$ cat config.mk
export PLATFORM = sky130hd
export DESIGN_NAME = sub_bytes_serial
export DESIGN_NICKNAME = d
export VERILOG_FILES = /design/src/rtl/sub_bytes_serial.sv
export SDC_FILE = /design/constraint.sdc
export NUM_CORES = 1
export LEC_CHECK = 0
export BUFFER_PORTS_ARGS = -buffer_cell sky130_fd_sc_hd__buf_4
export CORE_UTILIZATION = 40
export DETAILED_ROUTE_END_ITERATION = 10
export GPL_TIMING_DRIVEN = 1
export PLACE_DENSITY = 0.73
export REMOVE_ABC_BUFFERS = 1
export SYNTH_ARGS = -nofsm -noshare
export SYNTH_HDL_FRONTEND = slang
export SYNTH_SLANG_ARGS = --single-unit
$ cat constraint.sdc
create_clock -name clk -period 4.9 [get_ports clk]
set_input_delay 0.98 -clock clk [delete_from_list [all_inputs] [get_ports clk]]
set_output_delay 0.98 -clock clk [all_outputs]
set_load 0.02 [all_outputs]
$ cat src/rtl/sub_bytes_serial.sv
// Iterative AES SubBytes: substitutes LANES bytes per cycle in a 16-byte working register.
// Define SUB_BYTES_SHIFTROWS_EN to present ShiftRows(SubBytes(state)) on out_state.
module sub_bytes_serial #(
    parameter int LANES = 1
) (
    input  logic         clk,
    input  logic         rst,
    input  logic         in_valid,
    output logic         in_ready,
    input  logic [127:0] in_state,
    output logic         out_valid,
    input  logic         out_ready,
    output logic [127:0] out_state,
    output logic         busy
);

    localparam int         GROUPS = 16 / LANES;
    localparam logic [3:0] LAST   = 4'(GROUPS - 1);

    typedef enum logic [1:0] {IDLE, RUN, DONE} state_t;

    state_t     state;
    logic [3:0] cnt;
    logic [7:0] work [16];
    logic [3:0] idx  [LANES];
    logic [7:0] sub  [LANES];

    function automatic logic [7:0] sbox(input logic [7:0] b);
        logic [7:0] s;
        s = 8'h00;
        case (b)
            8'h00: s = 8'h63; 8'h01: s = 8'h7c; 8'h02: s = 8'h77; 8'h03: s = 8'h7b; 8'h04: s = 8'hf2; 8'h05: s = 8'h6b; 8'h06: s = 8'h6f; 8'h07: s = 8'hc5;
            8'h08: s = 8'h30; 8'h09: s = 8'h01; 8'h0a: s = 8'h67; 8'h0b: s = 8'h2b; 8'h0c: s = 8'hfe; 8'h0d: s = 8'hd7; 8'h0e: s = 8'hab; 8'h0f: s = 8'h76;
            8'h10: s = 8'hca; 8'h11: s = 8'h82; 8'h12: s = 8'hc9; 8'h13: s = 8'h7d; 8'h14: s = 8'hfa; 8'h15: s = 8'h59; 8'h16: s = 8'h47; 8'h17: s = 8'hf0;
            8'h18: s = 8'had; 8'h19: s = 8'hd4; 8'h1a: s = 8'ha2; 8'h1b: s = 8'haf; 8'h1c: s = 8'h9c; 8'h1d: s = 8'ha4; 8'h1e: s = 8'h72; 8'h1f: s = 8'hc0;
            8'h20: s = 8'hb7; 8'h21: s = 8'hfd; 8'h22: s = 8'h93; 8'h23: s = 8'h26; 8'h24: s = 8'h36; 8'h25: s = 8'h3f; 8'h26: s = 8'hf7; 8'h27: s = 8'hcc;
            8'h28: s = 8'h34; 8'h29: s = 8'ha5; 8'h2a: s = 8'he5; 8'h2b: s = 8'hf1; 8'h2c: s = 8'h71; 8'h2d: s = 8'hd8; 8'h2e: s = 8'h31; 8'h2f: s = 8'h15;
            8'h30: s = 8'h04; 8'h31: s = 8'hc7; 8'h32: s = 8'h23; 8'h33: s = 8'hc3; 8'h34: s = 8'h18; 8'h35: s = 8'h96; 8'h36: s = 8'h05; 8'h37: s = 8'h9a;
            8'h38: s = 8'h07; 8'h39: s = 8'h12; 8'h3a: s = 8'h80; 8'h3b: s = 8'he2; 8'h3c: s = 8'heb; 8'h3d: s = 8'h27; 8'h3e: s = 8'hb2; 8'h3f: s = 8'h75;
            8'h40: s = 8'h09; 8'h41: s = 8'h83; 8'h42: s = 8'h2c; 8'h43: s = 8'h1a; 8'h44: s = 8'h1b; 8'h45: s = 8'h6e; 8'h46: s = 8'h5a; 8'h47: s = 8'ha0;
            8'h48: s = 8'h52; 8'h49: s = 8'h3b; 8'h4a: s = 8'hd6; 8'h4b: s = 8'hb3; 8'h4c: s = 8'h29; 8'h4d: s = 8'he3; 8'h4e: s = 8'h2f; 8'h4f: s = 8'h84;
            8'h50: s = 8'h53; 8'h51: s = 8'hd1; 8'h52: s = 8'h00; 8'h53: s = 8'hed; 8'h54: s = 8'h20; 8'h55: s = 8'hfc; 8'h56: s = 8'hb1; 8'h57: s = 8'h5b;
            8'h58: s = 8'h6a; 8'h59: s = 8'hcb; 8'h5a: s = 8'hbe; 8'h5b: s = 8'h39; 8'h5c: s = 8'h4a; 8'h5d: s = 8'h4c; 8'h5e: s = 8'h58; 8'h5f: s = 8'hcf;
            8'h60: s = 8'hd0; 8'h61: s = 8'hef; 8'h62: s = 8'haa; 8'h63: s = 8'hfb; 8'h64: s = 8'h43; 8'h65: s = 8'h4d; 8'h66: s = 8'h33; 8'h67: s = 8'h85;
            8'h68: s = 8'h45; 8'h69: s = 8'hf9; 8'h6a: s = 8'h02; 8'h6b: s = 8'h7f; 8'h6c: s = 8'h50; 8'h6d: s = 8'h3c; 8'h6e: s = 8'h9f; 8'h6f: s = 8'ha8;
            8'h70: s = 8'h51; 8'h71: s = 8'ha3; 8'h72: s = 8'h40; 8'h73: s = 8'h8f; 8'h74: s = 8'h92; 8'h75: s = 8'h9d; 8'h76: s = 8'h38; 8'h77: s = 8'hf5;
            8'h78: s = 8'hbc; 8'h79: s = 8'hb6; 8'h7a: s = 8'hda; 8'h7b: s = 8'h21; 8'h7c: s = 8'h10; 8'h7d: s = 8'hff; 8'h7e: s = 8'hf3; 8'h7f: s = 8'hd2;
            8'h80: s = 8'hcd; 8'h81: s = 8'h0c; 8'h82: s = 8'h13; 8'h83: s = 8'hec; 8'h84: s = 8'h5f; 8'h85: s = 8'h97; 8'h86: s = 8'h44; 8'h87: s = 8'h17;
            8'h88: s = 8'hc4; 8'h89: s = 8'ha7; 8'h8a: s = 8'h7e; 8'h8b: s = 8'h3d; 8'h8c: s = 8'h64; 8'h8d: s = 8'h5d; 8'h8e: s = 8'h19; 8'h8f: s = 8'h73;
            8'h90: s = 8'h60; 8'h91: s = 8'h81; 8'h92: s = 8'h4f; 8'h93: s = 8'hdc; 8'h94: s = 8'h22; 8'h95: s = 8'h2a; 8'h96: s = 8'h90; 8'h97: s = 8'h88;
            8'h98: s = 8'h46; 8'h99: s = 8'hee; 8'h9a: s = 8'hb8; 8'h9b: s = 8'h14; 8'h9c: s = 8'hde; 8'h9d: s = 8'h5e; 8'h9e: s = 8'h0b; 8'h9f: s = 8'hdb;
            8'ha0: s = 8'he0; 8'ha1: s = 8'h32; 8'ha2: s = 8'h3a; 8'ha3: s = 8'h0a; 8'ha4: s = 8'h49; 8'ha5: s = 8'h06; 8'ha6: s = 8'h24; 8'ha7: s = 8'h5c;
            8'ha8: s = 8'hc2; 8'ha9: s = 8'hd3; 8'haa: s = 8'hac; 8'hab: s = 8'h62; 8'hac: s = 8'h91; 8'had: s = 8'h95; 8'hae: s = 8'he4; 8'haf: s = 8'h79;
            8'hb0: s = 8'he7; 8'hb1: s = 8'hc8; 8'hb2: s = 8'h37; 8'hb3: s = 8'h6d; 8'hb4: s = 8'h8d; 8'hb5: s = 8'hd5; 8'hb6: s = 8'h4e; 8'hb7: s = 8'ha9;
            8'hb8: s = 8'h6c; 8'hb9: s = 8'h56; 8'hba: s = 8'hf4; 8'hbb: s = 8'hea; 8'hbc: s = 8'h65; 8'hbd: s = 8'h7a; 8'hbe: s = 8'hae; 8'hbf: s = 8'h08;
            8'hc0: s = 8'hba; 8'hc1: s = 8'h78; 8'hc2: s = 8'h25; 8'hc3: s = 8'h2e; 8'hc4: s = 8'h1c; 8'hc5: s = 8'ha6; 8'hc6: s = 8'hb4; 8'hc7: s = 8'hc6;
            8'hc8: s = 8'he8; 8'hc9: s = 8'hdd; 8'hca: s = 8'h74; 8'hcb: s = 8'h1f; 8'hcc: s = 8'h4b; 8'hcd: s = 8'hbd; 8'hce: s = 8'h8b; 8'hcf: s = 8'h8a;
            8'hd0: s = 8'h70; 8'hd1: s = 8'h3e; 8'hd2: s = 8'hb5; 8'hd3: s = 8'h66; 8'hd4: s = 8'h48; 8'hd5: s = 8'h03; 8'hd6: s = 8'hf6; 8'hd7: s = 8'h0e;
            8'hd8: s = 8'h61; 8'hd9: s = 8'h35; 8'hda: s = 8'h57; 8'hdb: s = 8'hb9; 8'hdc: s = 8'h86; 8'hdd: s = 8'hc1; 8'hde: s = 8'h1d; 8'hdf: s = 8'h9e;
            8'he0: s = 8'he1; 8'he1: s = 8'hf8; 8'he2: s = 8'h98; 8'he3: s = 8'h11; 8'he4: s = 8'h69; 8'he5: s = 8'hd9; 8'he6: s = 8'h8e; 8'he7: s = 8'h94;
            8'he8: s = 8'h9b; 8'he9: s = 8'h1e; 8'hea: s = 8'h87; 8'heb: s = 8'he9; 8'hec: s = 8'hce; 8'hed: s = 8'h55; 8'hee: s = 8'h28; 8'hef: s = 8'hdf;
            8'hf0: s = 8'h8c; 8'hf1: s = 8'ha1; 8'hf2: s = 8'h89; 8'hf3: s = 8'h0d; 8'hf4: s = 8'hbf; 8'hf5: s = 8'he6; 8'hf6: s = 8'h42; 8'hf7: s = 8'h68;
            8'hf8: s = 8'h41; 8'hf9: s = 8'h99; 8'hfa: s = 8'h2d; 8'hfb: s = 8'h0f; 8'hfc: s = 8'hb0; 8'hfd: s = 8'h54; 8'hfe: s = 8'hbb; 8'hff: s = 8'h16;
        endcase
        return s;
    endfunction

    // Lane l works on byte cnt*LANES+l; cnt never passes LAST so the index stays in range.
    always_comb begin
        for (int l = 0; l < LANES; l++) begin
            idx[l] = 4'(int'(cnt) * LANES + l);
            sub[l] = sbox(work[idx[l]]);
        end
    end

    always_ff @(posedge clk or posedge rst) begin
        if (rst) begin
            state <= IDLE;
            cnt   <= 4'd0;
            for (int i = 0; i < 16; i++) work[i] <= 8'h00;
        end else begin
            case (state)
                IDLE: if (in_valid) begin
                    for (int i = 0; i < 16; i++) work[i] <= in_state[127 - 8*i -: 8];
                    cnt   <= 4'd0;
                    state <= RUN;
                end
                RUN: begin
                    for (int l = 0; l < LANES; l++) work[idx[l]] <= sub[l];
                    if (cnt == LAST) state <= DONE;
                    else             cnt   <= cnt + 4'd1;
                end
                DONE: if (out_ready) state <= IDLE;
                default: state <= IDLE;
            endcase
        end
    end

    assign in_ready  = (state == IDLE) && !rst;
    assign out_valid = (state == DONE);
    assign busy      = (state != IDLE);

    always_comb begin
        out_state = '0;
        for (int i = 0; i < 16; i++) begin
`ifdef SUB_BYTES_SHIFTROWS_EN
            // row r = i%4, column c = i/4 takes the byte from column (c+r)%4 of the same row
            out_state[127 - 8*i -: 8] = work[(i % 4) + 4 * (((i / 4) + (i % 4)) % 4)];
`else
            out_state[127 - 8*i -: 8] = work[i];
`endif
        end
    end

endmodule

### Word-level counts from Yosys, hierarchy flattened

Memory sizes are Yosys's and may differ from the RTL's.
Index checks and enable logic that the tools add are counted.

* add/sub/neg operators: 1
* $mul: 0
* div/mod/pow operators: 0
* $lt $le $gt $ge: 2
* equal/unequal tests: 7
* shifts and indexed selects: 0
* multiplexer cells: 15
* bitwise operators: 1
* reductions and logical operators: 9

Operators by type and width (count)
* $pmux 128 s2: 1
* $bwmux 128: 1
* $mux 128: 1
* $bmux 8 s4: 1
* $demux 8 s4: 1
* $mux 8: 3
* $mux 4: 2
* $pmux 4 s2: 1
* $mux 2: 3
* $ne 2x2->1 const B: 3
* $pmux 2 s3: 1
* $reduce_and 3->1: 2
* $ge 5x5->1 const B: 1
* $lt 5x1->1 const B: 1
* $not 4->5: 1
* $add 4x1->4 const B: 1
* $eq 4x4->1 const B: 1
* $reduce_bool 2->1: 2
* $eq 2x1->1 const B: 1
* $eq 2x2->1 const B: 1
* $logic_and 1x1->1: 2
* $logic_not 2->1: 1
* $ne 2x1->1 const B: 1
* $reduce_and 2->1: 1
* $logic_not 1->1: 1

* bits in registers: 134
* bits in latches: 0
* bits in writable memories: 0
* ROM bits: 2048
* input port bits: 132
* output and inout port bits: 131
* logic and storage cells: 54
* memories kept: 1

Memories
* (no name shown): depth 256, width 8, read ports 1, clocked after memory_dff 0, wr ports 0, line 31 `case (b)`

### Logic depth before layout (Yosys ltp)

Gate-level depths: netlist (run 1).

* depth in word-level cells: 7
* depth in mapped cells: 19
* mapped depth without buffers: 12

### Worst setup path before layout (run 1)

OpenSTA, ideal clock, no wires.

* path type: register to register
* start point: register cnt[0]
* end point: register work, in the netlist out_state[22]
* setup time: 0.067 ns
* arrival time: 3.843 ns
* data required time: 4.833 ns
* slack: 0.990 ns
* stages on the path, launching flop included: 18
* buffers on the path: 7
* period minus slack after synthesis: 3.910 ns
* cell sequence: dfrtp_1 buf_6 buf_8 buf_12 mux4_2 nand2_1 and4_1 buf_2 buf_2 ha_1 clkbuf_1 o21ai_0 o2bb2ai_1 a2111oi_0 o41ai_2 o21ai_2 buf_6 o221a_1

* word-level cells in the longest chain between the ends: 7
* elaborated cells between the ends (all ways): 12
* classes of those cells: order compare: 2; mux: 7; bitwise: 1; reduce/logical: 1; memory: 1

RTL lines
* from (decl): line 23 `logic [3:0] cnt;`
* from (signal assigned): line 91 `else cnt <= cnt + 4'd1;`
* $not 4->5 (not written as such) (*): line 72, 89
* $bmux 8 s4 (tied with other cells): line 72 `sub[l] = sbox(work[idx[l]]);`
* $mux 8 (not written as such) or $logic_and 1x1->1 (tied branches): line 72, 89
* $mux 8 (on tied branches): line 72, 89
* $mem_v2 256x8 or $demux 8 s4 (tied branches)
* $bwmux 128 (*): line 89 `for (int l = 0; l < LANES; l++) work[idx[l]] <= sub[l];`
* $pmux 128 s2 (*): line 82 `case (state)`
* to (decl): line 24 `logic [7:0] work [16];`

Mark *: on every way between the ends. The rest lies on a longest branch, timed or not. The select of a mux whose other input is x is not followed.
A chain may end at the register's enable or synchronous reset.

### Worst setup path after layout (run 1)

* start point: register cnt[0]
* end point: register work, in the netlist out_state[25]

The elaborated chain is that of the path after synthesis.

==> PnR_summary.wiki, run 1 <==
{| class="wikitable"
! Metric !! Value
|-
| Final period utilization || 95.8%
|-
| Synthesized cell area || ~11000 um^2
|-
| Cell breakdown of the critical path || buf_12, mux4_2, nand2_1, and4_1, ha_1, buf_4, nand2_2, buf_4, a22oi_1, o211ai_1, nor3_1, o21ai_1, buf_12, o22ai_1
|-
| Nature of the critical path startpoint || register
|-
| Antenna violations before repair || 1
|-
| Relative area change from synthesis to final layout || 28.1%
|-
| YS warnings || 0
|-
| Hold-fix buffers, CTS || 0
|-
| Congestion Overflow GR || 0
|-
| Number of buffers created by CTS || 17
|-
| Master cell of the clock root buffer || clkbuf_16
|-
| PostCTS Resize Cnt || 0
|-
| Routed WL per cell || approximately 29 um
|-
| Slew of the pin with the lowest slew margin || ~1.2 ns
|-
| Die height || around 170 um
|-
| Gate Count Post-Synth || 1375
|-
| Register bit total from synthesis || around 130
|-
| Bufs on Longest Clock Path || 2
|-
| Post-Synth Simple-Gate Area || 18.6%
|-
| Deepest level of the CTS H-tree || 4
|-
| Maximum clock frequency || 213 MHz
|-
| Portion of synthesized cell area occupied by the leading cell type || 29.7%
|-
| Leading register cell type out of synthesis || dfrtp_1
|-
| Clock Skews || approximately 0.013 ns
|-
| Dominant cells by area after synthesis || dfrtp_1 30%, nand2_1 7.8%, a21oi_1 5.5%
|-
| Detailed Routing Iterations Pass 1 || 6
|-
| Residual antenna-violating net count after detailed routing || 0
|-
| Core Footprint || 27800 um^2
|-
| Delay contributed by the slowest stage of the critical path || 0.62 ns
|-
| Min-delay worst type || reg2reg
|-
| Post-synth EDFFs || 0
|-
| Post CTS Setup Buffer Count || 0
|-
| Non-filler instance count after layout || slightly above 2000
|-
| Complex-gate fraction of the synthesized area || around 34%
|-
| Pin count of the biggest net entering global routing || between 90 and 100
|-
| Die Outline Area || ~29000 um^2
|-
| Number of filler cells placed in the layout || about 2700
|-
| Via count || 13500
|-
| CTS tree || yes
|-
| Clock-pin transition on the worst setup and hold timing paths || about 0.070 ns
|-
| Routed length on met2 || roughly 27000 um
|-
| TritonCTS Sinks || 134
|-
| Wire length of the first global-routing pass || between 80000 and 90000 um
|-
| Detailed placement HPWL || about 43000 um
|-
| Setup slack of the most critical reg-to-reg path || between 0.2 and 0.25 ns
|-
| Cell taking the most area after synthesis || dfrtp_1
|-
| Final GP Congestion || around 1.1
|-
| Largest fanout of any net on the critical path || 21
|-
| Top-Level Pins || 263
|-
| Initial Utilization || roughly two fifths
|-
| Number of setup violations in the final report || 0
|-
| Share of synthesized flip-flops with an asynchronous set or reset || 100%
|-
| Final hold violations || 0
|-
| Avg Vias per Cell || 6.68
|-
| Detailed Route Iter0 Violations || around 1800
|-
| Detailed route wirelength on metal3 || roughly 5400 um
|-
| Mux cell area share after synthesis || 7.74%
|-
| Horiz. Die Dim || 170 um
|-
| Max-slew headroom at the worst pin || roughly 22%
|-
| Number of nets in the layout || roughly 1800
|-
| GR Util All Layers || 39.9%
|-
| Share of layout cells above drive strength 1 || approximately 30%
|-
| Number of DRC violations after detailed routing || 0
|-
| Outcome || finished, final reports clean
|-
| Synthesized area per cell || slightly above 8 um^2
|-
| Xor and xnor fraction of the mapped netlist area || 0.155%
|-
| RSZ-0062 raised after global routing || false
|-
| WP data arrival || 5.03 ns
|-
| Via count of the first global-routing pass || 12900
|-
| Crit path max-delay cell type || and4_1
|-
| Uppermost layer routed || met4
|-
| Category of the critical setup timing path || reg2reg
|-
| Total of max-cap violations || 0
|-
| Total wirelength of the detailed-routed design || 57700 um
|-
| Yosys cell types || 88
|-
| Dominant combinational cell family by area after synthesis || compound AO/OA/AOI/OAI gates
|-
| Port Buffers || around 260
|-
| Minimum clock period || 4.69 ns
|-
| Synthesized-area fraction occupied by adder cells || around 2%
|-
| Worst EP required || between 5 and 6 ns
|-
| Worst-Skew Late Latency || around 0.42 ns
|-
| Metal-1 WL || about 21000 um
|-
| Cell count after placement || 1983
|-
| Sequential area share after synthesis || between 20% and 30%
|-
| Pins Over Slew Limit || 0
|-
| Row Count || 61
|-
| Nature of the critical path endpoint || register
|}
## cells in the mapped netlist (all sizes together), types with 7 or more instances
cell and number:
nand3 32, nor3 23, o21ai 92, o211ai 29, o221a 19, o31ai 9, nor2 121, a211oi 80
a221oi 16, inv 15, a22oi 9, nand4 7, clkbuf 67, a311oi 18, ha 18, nand2b 11
mux4 26, a211o 7, and3 23, a31oi 29, and2 11, dfrtp 134, buf 70, a21oi 127
o32ai 7, mux2i 23, o22ai 27, nand2 237, a32oi 12
## metrics by stage
step / utilization [%] / hold slack [ns] / cell area (um^2) / setup TNS [ns] / worst slack, ns
global placement: 49.8 / 0.555 / 13800 / 0 / 0.452
CTS: 52.0 / 0.583 / 14400 / 0 / 0.347
global route: 52.0 / 0.605 / 14400 / 0 / 0.0136
floorplan: - / 0.566 / 10500 / -133.13 / -1.32
finish: 52.0 / 0.577 / 14400 / 0 / 0.207
detailed placement: 49.8 / 0.569 / 13800 / 0 / 0.379
## final cells by class
| class | instances | area [um^2] | share of cell area (%) |
|---|---|---|---|
| multi-input cells | 1088 | 7050 | 48.9 |
| flip-flops and latches | 134 | 3350 | 23.2 |
| repair buffers | 367 | 2890 | 20.0 |
| well taps | 378 | 473 | 3.28 |
| clock buffers | 18 | 439 | 3.04 |
| clock inverters | 14 | 158 | 1.09 |
| inverters | 16 | 65.1 | 0.451 |
| diodes | 1 | 2.50 | 0.0173 |
## routing by layer
layer	up-vias	track usage (%)
met5	-	0
met4	0	26.7
met3	237	6.60
met2	1058	65.0
met1	6473	48.7
li1	5705	-
## flip-flops by register name, indices dropped and copies added (netlist names)
signal     flops
out_state    128
cnt            4
state          2
## final timing paths
kind,startpoint,end,depth (start not counted)
max,cnt[0]$_DFFE_PP0P_,out_state[25]$_DFFE_PP0P_,14
min,out_state[78]$_DFFE_PP0P_,out_state[78]$_DFFE_PP0P_,1
max reg2reg,cnt[0]$_DFFE_PP0P_,out_state[25]$_DFFE_PP0P_,14
min reg2reg,out_state[78]$_DFFE_PP0P_,out_state[78]$_DFFE_PP0P_,1
max in group asynchronous,rst,out_state[92]$_DFFE_PP0P_,3
min in group asynchronous,rst,out_state[104]$_DFFE_PP0P_,2
## kinds of logic after synthesis
| kind of cell | count (synthesis) |
|---|---|
| multiplexers | 53 |
| AND/OR/NAND/NOR | 481 |
| flip-flops | 134 |
| AO/OA/AOI/OAI | 534 |
| XOR/XNOR | 2 |
| adder cells (fa/ha/maj) | 18 |
| buffers and inverters | 153 |
## cell usage in the layout (no fill, tap or decap), types with 8 or more instances in the layout
cell type  netlist  layout
and3_1          23      23
o31ai_1          8       8
clkbuf_16        0      17
mux2i_1         22      22
o221a_1         10      10
o211ai_1        28      28
mux4_2          26      26
ha_1            18      18
o21ai_0         85      85
a21oi_1        125     125
buf_4           13     356
inv_1           12      11
dfrtp_1        134     133
nand3_1         31      31
a311oi_1        16      16
nor3_1          23      23
a31oi_1         29      29
a32oi_1         12      12
a211oi_2        10      10
nand2_1        234     233
buf_12           2      11
nand2b_1        11      10
a211oi_1        70      70
o221a_2          8       8
and2_1          11      10
nor2_1         117     117
o22ai_1         27      27
a221oi_1        13      13
## worst max-delay path, delay by kind of cell (launching register included)
kind                     cells  cell delay, ns
AO/OA/AOI/OAI                4            0.87
adder cells (fa/ha/maj)      1            0.45
buffers and inverters        4            0.93
flip-flops                   1            0.41
multiplexers                 1            0.52
AND/OR/NAND/NOR              4            1.39
Power of run 1 is not shown: default switching activity piles up to over one toggle a cycle in this logic, so the estimate is an artifact.
==> inputs of run 2 (changes only) <==
- MAX_ROUTING_LAYER: unset -> met4
==> PnR_summary.wiki, run 2 (synthesis gave the netlist of run 1 again) <==
{| class="wikitable"
! Metric !! Value
|-
| Die height || approximately 170 um
|-
| Share of layout cells above drive strength 1 || between 20% and 30%
|-
| Residual antenna-violating net count after detailed routing || 0
|-
| CTS tree || yes
|-
| Number of DRC violations after detailed routing || 0
|-
| Horiz. Die Dim || about 170 um
|-
| Number of setup violations in the final report || 0
|-
| Worst-Skew Late Latency || around 0.43 ns
|-
| Worst EP required || around 5.3 ns
|-
| Worst setup path startpoint || cnt[0]$_DFFE_PP0P_
|-
| Antenna diode instance count || 0
|-
| Total wirelength of the detailed-routed design || ~57000 um
|-
| Detailed Route Iter0 Violations || around 1900
|-
| Final GP Congestion || ~1.1
|-
| Capture point of the worst reg-to-reg path || out_state[94]$_DFFE_PP0P_
|-
| Clock Skews || ~0.014 ns
|-
| Wire length of the first global-routing pass || around 84000 um
|-
| Avg Vias per Cell || between 6 and 7
|-
| Core Footprint || around 28000 um^2
|-
| Detailed placement HPWL || around 42000 um
|-
| Clock-pin transition on the worst setup and hold timing paths || 0.06 ns
|-
| Slew of the pin with the lowest slew margin || 1.20 ns
|-
| Setup slack of the most critical reg-to-reg path || around 0.2 ns
|-
| Hold_sp || out_state[4]$_DFFE_PP0P_
|-
| Total of max-cap violations || 0
|-
| WP data arrival || approximately 5 ns
|-
| Master cell of the clock root buffer || clkbuf_16
|-
| Routed WL per cell || roughly 28 um
|-
| Outcome || finished, final reports clean
|-
| Post CTS Setup Buffer Count || 0
|-
| Deepest level of the CTS H-tree || 4
|-
| PostCTS Resize Cnt || 0
|-
| Minimum clock period || roughly 4.7 ns
|-
| Maximum clock frequency || 213 MHz
|-
| Detailed Routing Iterations Pass 1 || 8
|-
| Min-delay worst type || reg2reg
|-
| Number of buffers created by CTS || 17
|-
| Max-slew headroom at the worst pin || 20.2%
|-
| Hold-fix buffers, CTS || 0
|-
| Port Buffers || 262
|-
| Cell count after placement || 1987
|-
| Commonest cells after routing, fill and taps aside || 359 x buf_4, 233 x nand2_1, 133 x dfrtp_1, 125 x a21oi_1, 117 x nor2_1
|-
| R2R depth || 14
|-
| Via count of the first global-routing pass || 13000
|-
| Bufs on Longest Clock Path || 2
|-
| Congestion Overflow GR || 0
|-
| GR Util All Layers || 40.5%
|-
| Critical path endpoint || out_state[94]$_DFFE_PP0P_
|-
| Top-Level Pins || approximately 260
|-
| TritonCTS Sinks || around 130
|-
| Via count || around 14000
|-
| Setup_tns || 0 ns
|-
| Relative area change from synthesis to final layout || 28.0%
|-
| Launch point of the worst reg-to-reg path || cnt[0]$_DFFE_PP0P_
|-
| Die Outline Area || slightly below 30000 um^2
|-
| Area of all placed cells without fillers || between 10000 and 15000 um^2
|-
| Pins Over Slew Limit || 0
|-
| Placed Instance Area || 13900 um^2
|-
| Leading cell type in the layout, fill and taps excluded || buf_4
|-
| Largest register FFs || ~130
|-
| Pin count of the biggest net entering global routing || ~100
|-
| RSZ-0062 raised after global routing || false
|-
| Final period utilization || a little over nine tenths
|-
| Nature of the critical path startpoint || register
|-
| Initial Utilization || between 40 and 50%
|-
| Largest fanout of any net on the critical path || 17
|-
| Nature of the critical path endpoint || register
|-
| Row Count || 61
|-
| Number of filler cells placed in the layout || about 2600
|-
| Antenna violations before repair || 0
|-
| Category of the critical setup timing path || reg2reg
|-
| Final hold violations || 0
|-
| Non-filler instance count after layout || about 2000
|-
| Number of nets in the layout || 1778
|}
-- run 2: cell count changes in the layout (fill, tap and decap cells not counted) --
cell,change
clkinv_4,-1
inv_6,-1
buf_12,+1
clkinv_8,-1
clkinvlp_4,+1
diode_2,-1
inv_8,-2
buf_4,+3
clkbuf_8,-1
clkbuf_1,+1
clkinv_2,+3
-- run 2: layout make-up --
class	instances	area, um^2	share of cell area (%)
repair buffers	371	2940	20.3
well taps	378	473	3.28
flip-flops and latches	134	3350	23.2
clock inverters	13	124	0.858
multi-input cells	1088	7050	48.9
clock buffers	18	429	2.97
inverters	16	65.1	0.451
-- run 2: routing by layer --
layer	wire length (um)	global-route usage, %	vias up
met4	4210	25.8	0
li1	-	-	5719
met2	26400	63.2	1055
met1	20900	48.7	6467
met5	0	-	-
met3	5300	6.72	269
-- run 2: metrics by stage --
step	utilization [%]	hold WS (ns)	setup WS, ns
CTS	52.0	0.589	0.326
detailed placement	50.0	0.575	0.350
floorplan	-	0.566	-1.32
finish	52.0	0.600	0.196
global route	52.0	0.615	0.0929
global placement	50.0	0.563	0.231
-- run 2: worst min-delay path by stage --
| stage | endpoint | slack [ns] | depth (start not counted) |
|---|---|---|---|
| finish | out_state[4]$_DFFE_PP0P_ | 0.60 | 2 |
| global route | out_state[71]$_DFFE_PP0P_ | 0.61 | 2 |
| CTS | out_state[71]$_DFFE_PP0P_ | 0.59 | 2 |
| detailed placement | out_state[71]$_DFFE_PP0P_ | 0.57 | 2 |
| global placement | out_state[47]$_DFFE_PP0P_ | 0.56 | 2 |
| floorplan | state[1]$_DFFE_PP0P_ | 0.57 | 2 |
-- run 2: critical path, cell delays in order (launching register included) --
cell and delay [ns]:
dfrtp_2 0.59, buf_12 0.23, mux4_2 0.51, nand2_1 0.09
and4_1 0.27, buf_4 0.28, ha_1 0.40, inv_1 0.20
mux2i_1 0.27, a221oi_1 0.14, a2111oi_0 0.93, o41ai_2 0.19
o21ai_2 0.13, buf_12 0.18, o221a_2 0.20
Power of run 2 is left out for the same reason.
==> inputs of run 3 (changes only) <==
- CELL_PAD_IN_SITES_DETAIL_PLACEMENT: unset -> 2
- CELL_PAD_IN_SITES_GLOBAL_PLACEMENT: unset -> 2
- CORE_MARGIN: unset -> 5
- CORE_UTILIZATION: 40 -> 32
- PLACE_DENSITY: 0.73 -> 0.93
- TNS_END_PERCENT: unset -> 50
==> PnR_summary.wiki, run 3 (synthesis gave the netlist of run 1 again) <==
{| class="wikitable"
! Metric !! Value
|-
| Slew of the pin with the lowest slew margin || around 1.6 ns
|-
| Routing usage on met3 || 10.8%
|-
| Bufs on Longest Clock Path || 2
|-
| Outcome || finished with violations
|-
| Via count || ~15000
|-
| Wire length of the first global-routing pass || around 120000 um
|-
| Setup slack of the critical path after layout || -0.151 ns
|-
| Non-filler instance count after layout || 2094
|-
| Total of max-cap violations || 1
|-
| Die Outline Area || between 30000 and 40000 um^2
|-
| Maximum clock frequency || roughly 200 MHz
|-
| Number of DRC violations after detailed routing || 0
|-
| Port Buffers || 262
|-
| Via count of the first global-routing pass || ~16000
|-
| Number of buffers created by CTS || 17
|-
| Hold-fix buffers, CTS || 0
|-
| Initial Utilization || 32.6%
|-
| Largest fanout of any net on the critical path || 30
|-
| Clock Skews || between 0.01 and 0.015 ns
|-
| Detailed Route Iter0 Violations || 2283
|-
| Master cell of the clock root buffer || clkbuf_16
|-
| Leading cell type in the layout, fill and taps excluded || buf_4
|-
| Nature of the critical path endpoint || register
|-
| Top-Level Pins || between 200 and 300
|-
| Nature of the critical path startpoint || register
|-
| Avg Vias per Cell || 7.32
|-
| Final GP Congestion || around 1.0
|-
| Residual antenna-violating net count after detailed routing || 0
|-
| Worst-Skew Late Latency || between 0.4 and 0.5 ns
|-
| CTS tree || yes
|-
| Post CTS Setup Buffer Count || 0
|-
| Commonest cells after routing, fill and taps aside || 353 x buf_4, 232 x nand2_1, 132 x dfrtp_1, 125 x a21oi_1, 117 x nor2_1
|-
| Die height || a little under 200 um
|-
| Total wirelength of the detailed-routed design || 83800 um
|-
| Deepest level of the CTS H-tree || 4
|-
| Core Footprint || ~35000 um^2
|-
| WP data arrival || 5.34 ns
|-
| Congestion Overflow GR || 0
|-
| Worst EP required || slightly above 5 ns
|-
| Area of all placed cells without fillers || 14600 um^2
|-
| GR Util All Layers || approximately 43%
|-
| Detailed Routing Iterations Pass 1 || 7
|-
| Setup_tns || -0.206 ns
|-
| Busiest layer in global routing || met2
|-
| Final period utilization || 103%
|-
| Share of layout cells above drive strength 1 || between 30% and 40%
|-
| Clock-pin transition on the worst setup and hold timing paths || around 0.060 ns
|-
| Number of filler cells placed in the layout || about 3800
|-
| Pins Over Slew Limit || 19
|-
| TritonCTS Sinks || about 130
|-
| Number of nets in the layout || roughly 1800
|-
| Cell count after placement || 2057
|-
| Fraction of met1 tracks used by global routing || 49.8%
|-
| Relative area change from synthesis to final layout || 29.3%
|-
| Detailed placement HPWL || around 55000 um
|-
| Placed Instance Area || around 14000 um^2
|-
| Horiz. Die Dim || between 150 and 200 um
|-
| Minimum clock period || between 5 and 6 ns
|-
| Number of setup violations in the final report || 3
|-
| Row Count || just under 70
|-
| Routed WL per cell || between 40 and 50 um
|-
| Largest register FFs || roughly 130
|-
| Antenna violations before repair || 4
|-
| Max-slew headroom at the worst pin || -5.00%
|-
| Final hold violations || 0
|-
| Min-delay worst type || reg2reg
|-
| Category of the critical setup timing path || reg2reg
|-
| Violated checks || capacitance limit, slew limit, setup timing
|-
| Global-route track usage on met2 || 64.2%
|-
| Pin count of the biggest net entering global routing || between 100 and 150
|}
==> run 3: cell type report <==
cell class                 count  area (um^2)  share of cell area [%]
clock buffer                  17          425                    2.92
antenna                        5         12.5                  0.0858
tap                          455          569                    3.91
timing repair buffer         364         2870                    19.7
sequential                   134         3360                    23.0
clock inverter                15          200                    1.37
multi-input combinational   1088         7080                    48.5
inverter                      16         65.1                   0.446
==> run 3: final timing paths <==
path                                           start  depth (start not counted)  slack, ns                        end
setup / recovery                  cnt[0]$_DFFE_PP0P_                         13      -0.15  out_state[92]$_DFFE_PP0P_
hold / removal             out_state[78]$_DFFE_PP0P_                          1       0.64  out_state[78]$_DFFE_PP0P_
setup reg to reg                  cnt[0]$_DFFE_PP0P_                         13      -0.15  out_state[92]$_DFFE_PP0P_
hold reg to reg            out_state[78]$_DFFE_PP0P_                          1       0.64  out_state[78]$_DFFE_PP0P_
max in group asynchronous                        rst                          3       3.47  out_state[54]$_DFFE_PP0P_
min in group asynchronous                        rst                          3       0.76  out_state[87]$_DFFE_PP0P_
==> run 3: layer usage <==
layer  routed length [um]  part of all wire [%]
met2                36900                    44
met4                 7950                   9.5
met3                 9110                    11
met5                    0                     0
met1                29800                    36
==> run 3: through the flow <==
step / worst slack, ns / hold slack, ns / util [%]
6_report: -0.151 / 0.636 / 42.1
5_1_grt: -0.0917 / 0.637 / 42.1
4_1_cts: 0.0657 / 0.617 / 42.0
3_5_place_dp: 0.169 / 0.566 / 40.2
3_3_place_gp: 0.450 / 0.558 / 40.2
2_1_floorplan: -1.32 / 0.566 / -
==> run 3: what timing repair did <==
action	in CTS	in global routing
pin swaps	0	0
gates resized for setup	3	7
gates cloned	0	0
setup endpoints to repair	18	87
==> run 3: critical path, cell delays in order (launching register included) <==
cell       delay (ns)
dfrtp_4          0.58
buf_4            0.23
buf_4            0.21
mux2i_2          0.54
a221oi_1         0.30
a22oi_2          0.39
buf_4            0.37
buf_4            0.42
nor2_1           0.21
a2111oi_0        0.64
a221o_1          0.25
a2111oi_4        0.10
buf_12           0.17
a211oi_1         0.42
Power of run 3 is left out for the same reason.
